## config.mk

```make
export PLATFORM = sky130hd
export DESIGN_NAME = cpu_in_port
export DESIGN_NICKNAME = d
export VERILOG_FILES = /design/src/rtl/cpu_in_port.sv
export SDC_FILE = /design/constraint.sdc
export NUM_CORES = 1
export LEC_CHECK = 0
export ABC_AREA = 1
export BUFFER_PORTS_ARGS = -buffer_cell sky130_fd_sc_hd__buf_4
export CAP_MARGIN = 10
export CORE_MARGIN = 2
export CORE_UTILIZATION = 45
export DETAILED_ROUTE_END_ITERATION = 8
export GPL_TIMING_DRIVEN = 0
export PLACE_DENSITY = 0.66
export SETUP_SLACK_MARGIN = 0.2
export SYNTH_ARGS = -nofsm -noshare
export SYNTH_HDL_FRONTEND = slang
export SYNTH_SLANG_ARGS = --single-unit
```

## constraint.sdc

```tcl
create_clock -name clk -period 2.1 [get_ports clk]
set_input_delay 0.21 -clock clk [delete_from_list [all_inputs] [get_ports clk]]
set_output_delay 0.21 -clock clk [all_outputs]
set_load 0.05 [all_outputs]
```

## src/rtl/cpu_in_port.sv

```systemverilog
// Board-input port: synchronizes and debounces up to 8 raw pins, then holds each
// settled change in a byte register for the CPU. Optional macro: INPORT_PRESS_ONLY_EN.
module cpu_in_port #(
   parameter int WIDTH   = 4,
   parameter int DB_BITS = 18
) (
   input  logic             clk,
   input  logic             reset_n,
   input  logic [WIDTH-1:0] i_pins,
   input  logic             rd,
   output logic [7:0]       data_out,
   output logic             valid,
   output logic             overrun,
   output logic             dbg_state
);

   // Handshake: valid=1 means data_out holds an unread byte; a single-cycle rd
   // while valid=1 consumes it (valid and overrun drop, data_out is kept). rd
   // while valid=0 is ignored. A capture on the same edge as rd takes priority.

   typedef enum logic {
      ST_COUNT   = 1'b0,
      ST_SETTLED = 1'b1
   } db_state_t;

   localparam logic [DB_BITS-1:0] CNT_MAX = '1;

   logic [WIDTH-1:0]   sync_s1;
   logic [WIDTH-1:0]   sync_s2;
   logic [WIDTH-1:0]   candidate;
   logic [WIDTH-1:0]   candidate_nxt;
   logic [WIDTH-1:0]   stable;
   logic [WIDTH-1:0]   stable_nxt;
   logic [DB_BITS-1:0] count;
   logic [DB_BITS-1:0] count_nxt;
   db_state_t          state;
   db_state_t          state_nxt;
   logic               settle;
   logic               capture;
   logic [7:0]         candidate_ext;

   always_ff @(posedge clk or negedge reset_n) begin
      if (!reset_n) begin
         sync_s1 <= '0;
         sync_s2 <= '0;
      end else begin
         sync_s1 <= i_pins;
         sync_s2 <= sync_s1;
      end
   end

   always_ff @(posedge clk or negedge reset_n) begin
      if (!reset_n) begin
         state     <= ST_SETTLED;
         candidate <= '0;
         count     <= '0;
         stable    <= '0;
      end else begin
         state     <= state_nxt;
         candidate <= candidate_nxt;
         count     <= count_nxt;
         stable    <= stable_nxt;
      end
   end

   // Any movement of the synchronized vector restarts the count, whatever the state.
   always_comb begin
      state_nxt     = state;
      candidate_nxt = candidate;
      count_nxt     = count;
      settle        = 1'b0;
      if (sync_s2 != candidate) begin
         candidate_nxt = sync_s2;
         count_nxt     = '0;
         state_nxt     = ST_COUNT;
      end else if (state == ST_COUNT) begin
         if (count != CNT_MAX) begin
            count_nxt = count + DB_BITS'(1);
         end else begin
            state_nxt = ST_SETTLED;
            settle    = 1'b1;
         end
      end
   end

   always_comb begin
      stable_nxt = settle ? candidate : stable;
`ifdef INPORT_PRESS_ONLY_EN
      // Releases still move stable, but only a newly risen bit is reported.
      capture = settle && ((candidate & ~stable) != '0);
`else
      capture = settle && (candidate != stable);
`endif
   end

   always_comb begin
      candidate_ext                = '0;
      candidate_ext[WIDTH-1:0]     = candidate;
   end

   always_ff @(posedge clk or negedge reset_n) begin
      if (!reset_n) begin
         data_out <= 8'h00;
         valid    <= 1'b0;
         overrun  <= 1'b0;
      end else if (capture) begin
         data_out <= candidate_ext;
         valid    <= 1'b1;
         // A same-edge read consumed the old byte, so nothing was lost.
         if (valid && !rd) begin
            overrun <= 1'b1;
         end else if (valid && rd) begin
            overrun <= 1'b0;
         end
      end else if (rd && valid) begin
         valid   <= 1'b0;
         overrun <= 1'b0;
      end
   end

   assign dbg_state = (state == ST_SETTLED);

endmodule

```

# Word level (Yosys, flattened, before mapping)
# Index checks and enable logic that the tools add are counted.
[op_classes]
addsub = 1
eq_ne = 4
n_mux = 13
reduce_logical = 7
[ops]
columns = ["op", "count"]
rows = [
  ["two-way mux 18 bit", 3],
  ["adder 18 x 1 -> 18 bit, second input constant", 1],
  ["!= test 18 bit, second input constant", 1],
  ["two-way mux 1 bit", 10],
  ["!= test 4 bit", 2],
  ["nonzero test 2 bit", 2],
  ["logical AND 1 bit", 3],
  ["!= test 2 x 1 -> 1 bit, second input constant", 1],
  ["AND reduction 2 bit", 1],
  ["logical NOT 1 bit", 1],
]
[word_totals]
ff_bits = 41
in_bits = 7
output_inout_bits = 11
elab_cells = 34

# Logic depth before layout (Yosys ltp)
[logic_depth]
word_depth = 6
ltp_mapped = 12
mapped_depth_nobuf = 11

# Worst setup path after synthesis
# Ideal clock, no wire load.
[synth_path]
path_kind = "reg2reg"
from = "register count[0]"
to = "register count[2]"
setup_time_ns = 0.119
arrival_time_ns = 1.548
required_time_ns = 1.981
slack_ns = 0.433
path_stages_with_launch = 12
path_buffers = 1
synth_period_minus_slack_ns = 1.667
path_cell_list = "dfrtp_1 > ha_1 > nand2_2 > nor2_4 > nand2_4 > nor2_4 > nand2_2 > nand2_4 > nand2_4 > buf_6 > a21oi_1 > nor2_1"
[synth_via]
elab_chain_len = 4
elab_cells_between_ends = 7
cone_classes = "1 x add/sub; 1 x eq/ne; 3 x mux; 2 x reduce/logical"
[synth_lines]
columns = ["item", "line", "text"]
rows = [
  ["from (decl)", "34", "logic [DB_BITS-1:0] count;"],
  ["from (signal assigned)", "61", "count <= count_nxt;"],
  ["adder 18 x 1 -> 18 bit", "78", "count_nxt = count + DB_BITS'(1);"],
  ["two-way mux 18 bit", "77", "if (count != CNT_MAX) begin"],
  ["two-way mux 18 bit", "76", "end else if (state == ST_COUNT) begin"],
  ["two-way mux 18 bit", "72", "if (sync_s2 != candidate) begin"],
]
# Parallel ways exist; a longest one is shown, timed or not. The select of a mux whose other input is x is not followed.
# A chain may end at the register's enable or synchronous reset.

# Worst setup path after layout
[layout_path]
from = "register count[0]"
to = "register count[6]"
# Same word-level chain as after synthesis.

==> flow_summary.json <==
{
  "outcome": "finished, final reports clean",
  "clock.fmax_mhz": 561,
  "irDropWorstVdd_v": 0.000395,
  "root_buffer": "clkbuf_8",
  "reg2reg_to": "count[6]$_DFFE_PN0P_",
  "criticalPathCategory": "flop to flop",
  "dieArea_mm2": 0.00494,
  "place_ws_ps": 192,
  "stdcell_count": 305,
  "hold_start": "i_pins[0]",
  "layout_setup_ws_ps": 317,
  "finalCriticalPeriod_ps": 1780,
  "min_path_type": "input port to flop",
  "dr.pass1.iters": 4,
  "ys_ff_latch": 41,
  "synth.area.mux_share_pct": 0,
  "h-tree-depth": 2,
  "yosysUniqueCellTypes": 29,
  "syn_area_per_cell_um2": 8.84,
  "cp.required_ps": 2290,
  "dr.first_iter.drc_count": 66,
  "grt.overflow.total": 0,
  "reg2regPathDepth": 11,
  "sw_frac_of_total_pct": 24.9,
  "intPower_mw": 1.07,
  "yosys_warnings": 0,
  "seq_power_share_pct": 57.0,
  "slowest_stage": "dfrtp_2",
  "yosys.area_share.simple_pct": 27.9,
  "r2r_start": "count[0]$_DFFE_PN0P_",
  "final_area_mm2": 0.00231,
  "die_y_um": 70.3,
  "grt_use_total_pct": 15.8,
  "cts_tree": "built",
  "grt_max_degree": 42,
  "antenna_cells": 0,
  "clock_path_buffers": 2,
  "hold_violations": 0,
  "reg2reg_setup_slack_ps": 320,
  "period_share_pct": 84.9,
  "netlist_top_cells_area": "dfrtp_1, nand2_1, nor2_1",
  "synth-compound-area-share_pct": 6.70,
  "core_mm2": 0.00429,
  "ant_nets": 0,
  "gp_congestion": 0.823,
  "synthMostInstantiatedCell": "nand2_1",
  "syn_to_final_growth_pct": 16.5,
  "place_hpwl_mm": 2.46,
  "placed_area_mm2": 0.00215,
  "min_to": "sync_s1[0]$_DFF_PN0_",
  "slew_headroom_pct": 65.5,
  "drive_gt1_share_pct": 20.2,
  "post-place-cells": 292,
  "ys_seq_area_share_pct": 51.9,
  "dieWidth_um": 70.3,
  "synth_xor_area_share_pct": 5.75,
  "antenna_found_initial": 0,
  "synth-main-ff-cell": "dfrtp_1",
  "wirelength_mm": 3.53,
  "wl_per_cell_um": 11.6,
  "powerDensity_mw_per_mm2": 620,
  "finClkSkew_ps": 4.01,
  "avgViaCountPerCell": 4.85,
  "holdPathStages": 1,
  "critPathMaxStageDelay_ps": 440,
  "setup_viol": 0,
  "port_buffers": 13,
  "rows": 24,
  "async_reset_ff_share_pct": 100,
  "synthCells": 224,
  "netlist.area_leader.share_pct": 50.6,
  "grt_pass1_wl_mm": 6.04,
  "p_leak_nw": 0.999,
  "maxSlewViolCount": 0,
  "rsz0062_at_grt": "no",
  "final_util_pct": 53.7,
  "p_comb_share_pct": 6.6,
  "start_util_pct": 46.1,
  "ys_top_cells_by_count": "nand2_1, dfrtp_1, nor2_1, nand3_1, inv_1",
  "crit_chain": "ha_4 -> nand2_2 -> nor2_4 -> nand2_4 -> nor2_4 -> nand2_2 -> nand2_4 -> nand2_4 -> buf_6 -> a21oi_1 -> nor2_1",
  "tightest_slew_ps": 517,
  "first_global_vias": 1387,
  "power_frac_clock_pct": 36.4,
  "critPathCaptureType": "flop",
  "synth_edf_count": 0,
  "worst_skew_pair.late_latency_ps": 290,
  "pin_count": 18,
  "cp_max_fo": 10,
  "critPathArrivalTime_ps": 1970,
  "power.switching_mw": 0.356,
  "cp-start-kind": "flop",
  "fin_nets": 260,
  "synth_area_mm2": 0.00198,
  "clock_sinks": 41,
  "drcViolationCount": 0,
  "crit_top_cell": "nand2_4",
  "vias": 1480,
  "synth_top_area_cell": "dfrtp_1",
  "cts_buffers": 5,
  "tns_ps": 0,
  "maxCapViolations": 0,
  "synth_top_family_by_area": "simple AND/OR/NAND/NOR gates",
  "clkTransAtPathRegs_ps": 80,
  "synthAdderAreaFrac_pct": 0.632
}
==> timing repair <==
| item | in CTS | in global routing |
|---|---|---|
| cloned | 0 | 0 |
| hold buffers | 1 | 2 |
| pin swaps | 0 | 1 |
| endpoints found under the hold margin | 40 | 2 |
| setup endpoints to repair | 7 | 22 |
| resized for setup | 1 | 3 |
| buffers inserted | 0 | 2 |
==> power groups by stage <==
stage	sequential [mW]	combinational, mW	clock (mW)
final	0.814	0.0946	0.521
after global routing	0.817	0.106	0.576
after CTS	0.815	0.0918	0.545
after detailed placement	0.830	0.0899	0
after global placement	0.829	0.0889	0
after floorplan	0.833	0.0514	0
==> sequential cells by signal (all words and copies together) (netlist names), named ones only <==
signal and cells:
candidate 4, count 18, data_out 4, dbg_state 1, stable 4, sync_s1 4
sync_s2 4, valid 1
==> through the flow <==
step	power, mW	hold WS [ps]
3_3_place_gp	0.918	222
5_1_grt	1.50	0.940
4_1_cts	1.45	6.07
2_1_floorplan	0.885	-85.6
6_report	1.43	17.6
3_5_place_dp	0.920	223
==> metal layers <==
layer	global-route usage (%)	part of all wire, %	wire (um)	up-vias
met4	7.69	2.2	76	0
met5	0	0	0	-
li1	-	-	-	766
met1	20.4	50	1770	686
met3	4.33	3.3	117	5
met2	24.6	44	1570	23
==> kinds of logic after synthesis <==
family          count (synthesis)
flops                          41
fa+ha+maj                       1
compound gates                 25
other cells                     1
xor+xnor                       13
simple gates                  117
buf+inv                        26
==> layout by cell type (no fill, tap or decap), types with 6 or more instances in the layout <==
cell type / synthesis / final
a21oi_1: 9 / 8
buf_4: 4 / 19
clkbuf_8: 1 / 6
dfrtp_1: 40 / 39
inv_1: 12 / 12
nand2_1: 52 / 52
nand3_1: 17 / 17
nor2_1: 26 / 26
o21ai_1: 11 / 11
xor2_1: 9 / 9
==> critical path: cells and delay by family, from the launching register on <==
family          cells  cell delay [ps]
compound gates      1              130
fa+ha+maj           1              170
buf+inv             1              170
flops               1              440
simple gates        8              770
==> final cells by class <==
type / count / area, um^2
fillers: 408 / 1990
flip-flops and latches: 41 / 1030
multi-input cells: 160 / 842
repair buffers: 18 / 143
plain buffers: 11 / 81.3
clock buffers: 5 / 68.8
well taps: 52 / 65.1
inverters: 15 / 56.3
clock inverters: 3 / 21.3
==> worst max-delay path by stage <==
stage          slack [ps]                  from  cells past startpoint                     to
6_report              320  count[0]$_DFFE_PN0P_                     11   count[6]$_DFFE_PN0P_
2_1_floorplan         430  count[0]$_DFFE_PN0P_                     11   count[2]$_DFFE_PN0P_
3_5_place_dp          190  count[0]$_DFFE_PN0P_                     11  count[11]$_DFFE_PN0P_
5_1_grt               200  count[0]$_DFFE_PN0P_                     11   count[2]$_DFFE_PN0P_
4_1_cts               240  count[0]$_DFFE_PN0P_                     11   count[6]$_DFFE_PN0P_
3_3_place_gp          230  count[0]$_DFFE_PN0P_                     11   count[5]$_DFFE_PN0P_
No activity file was read; power rests on OpenSTA's default activity.
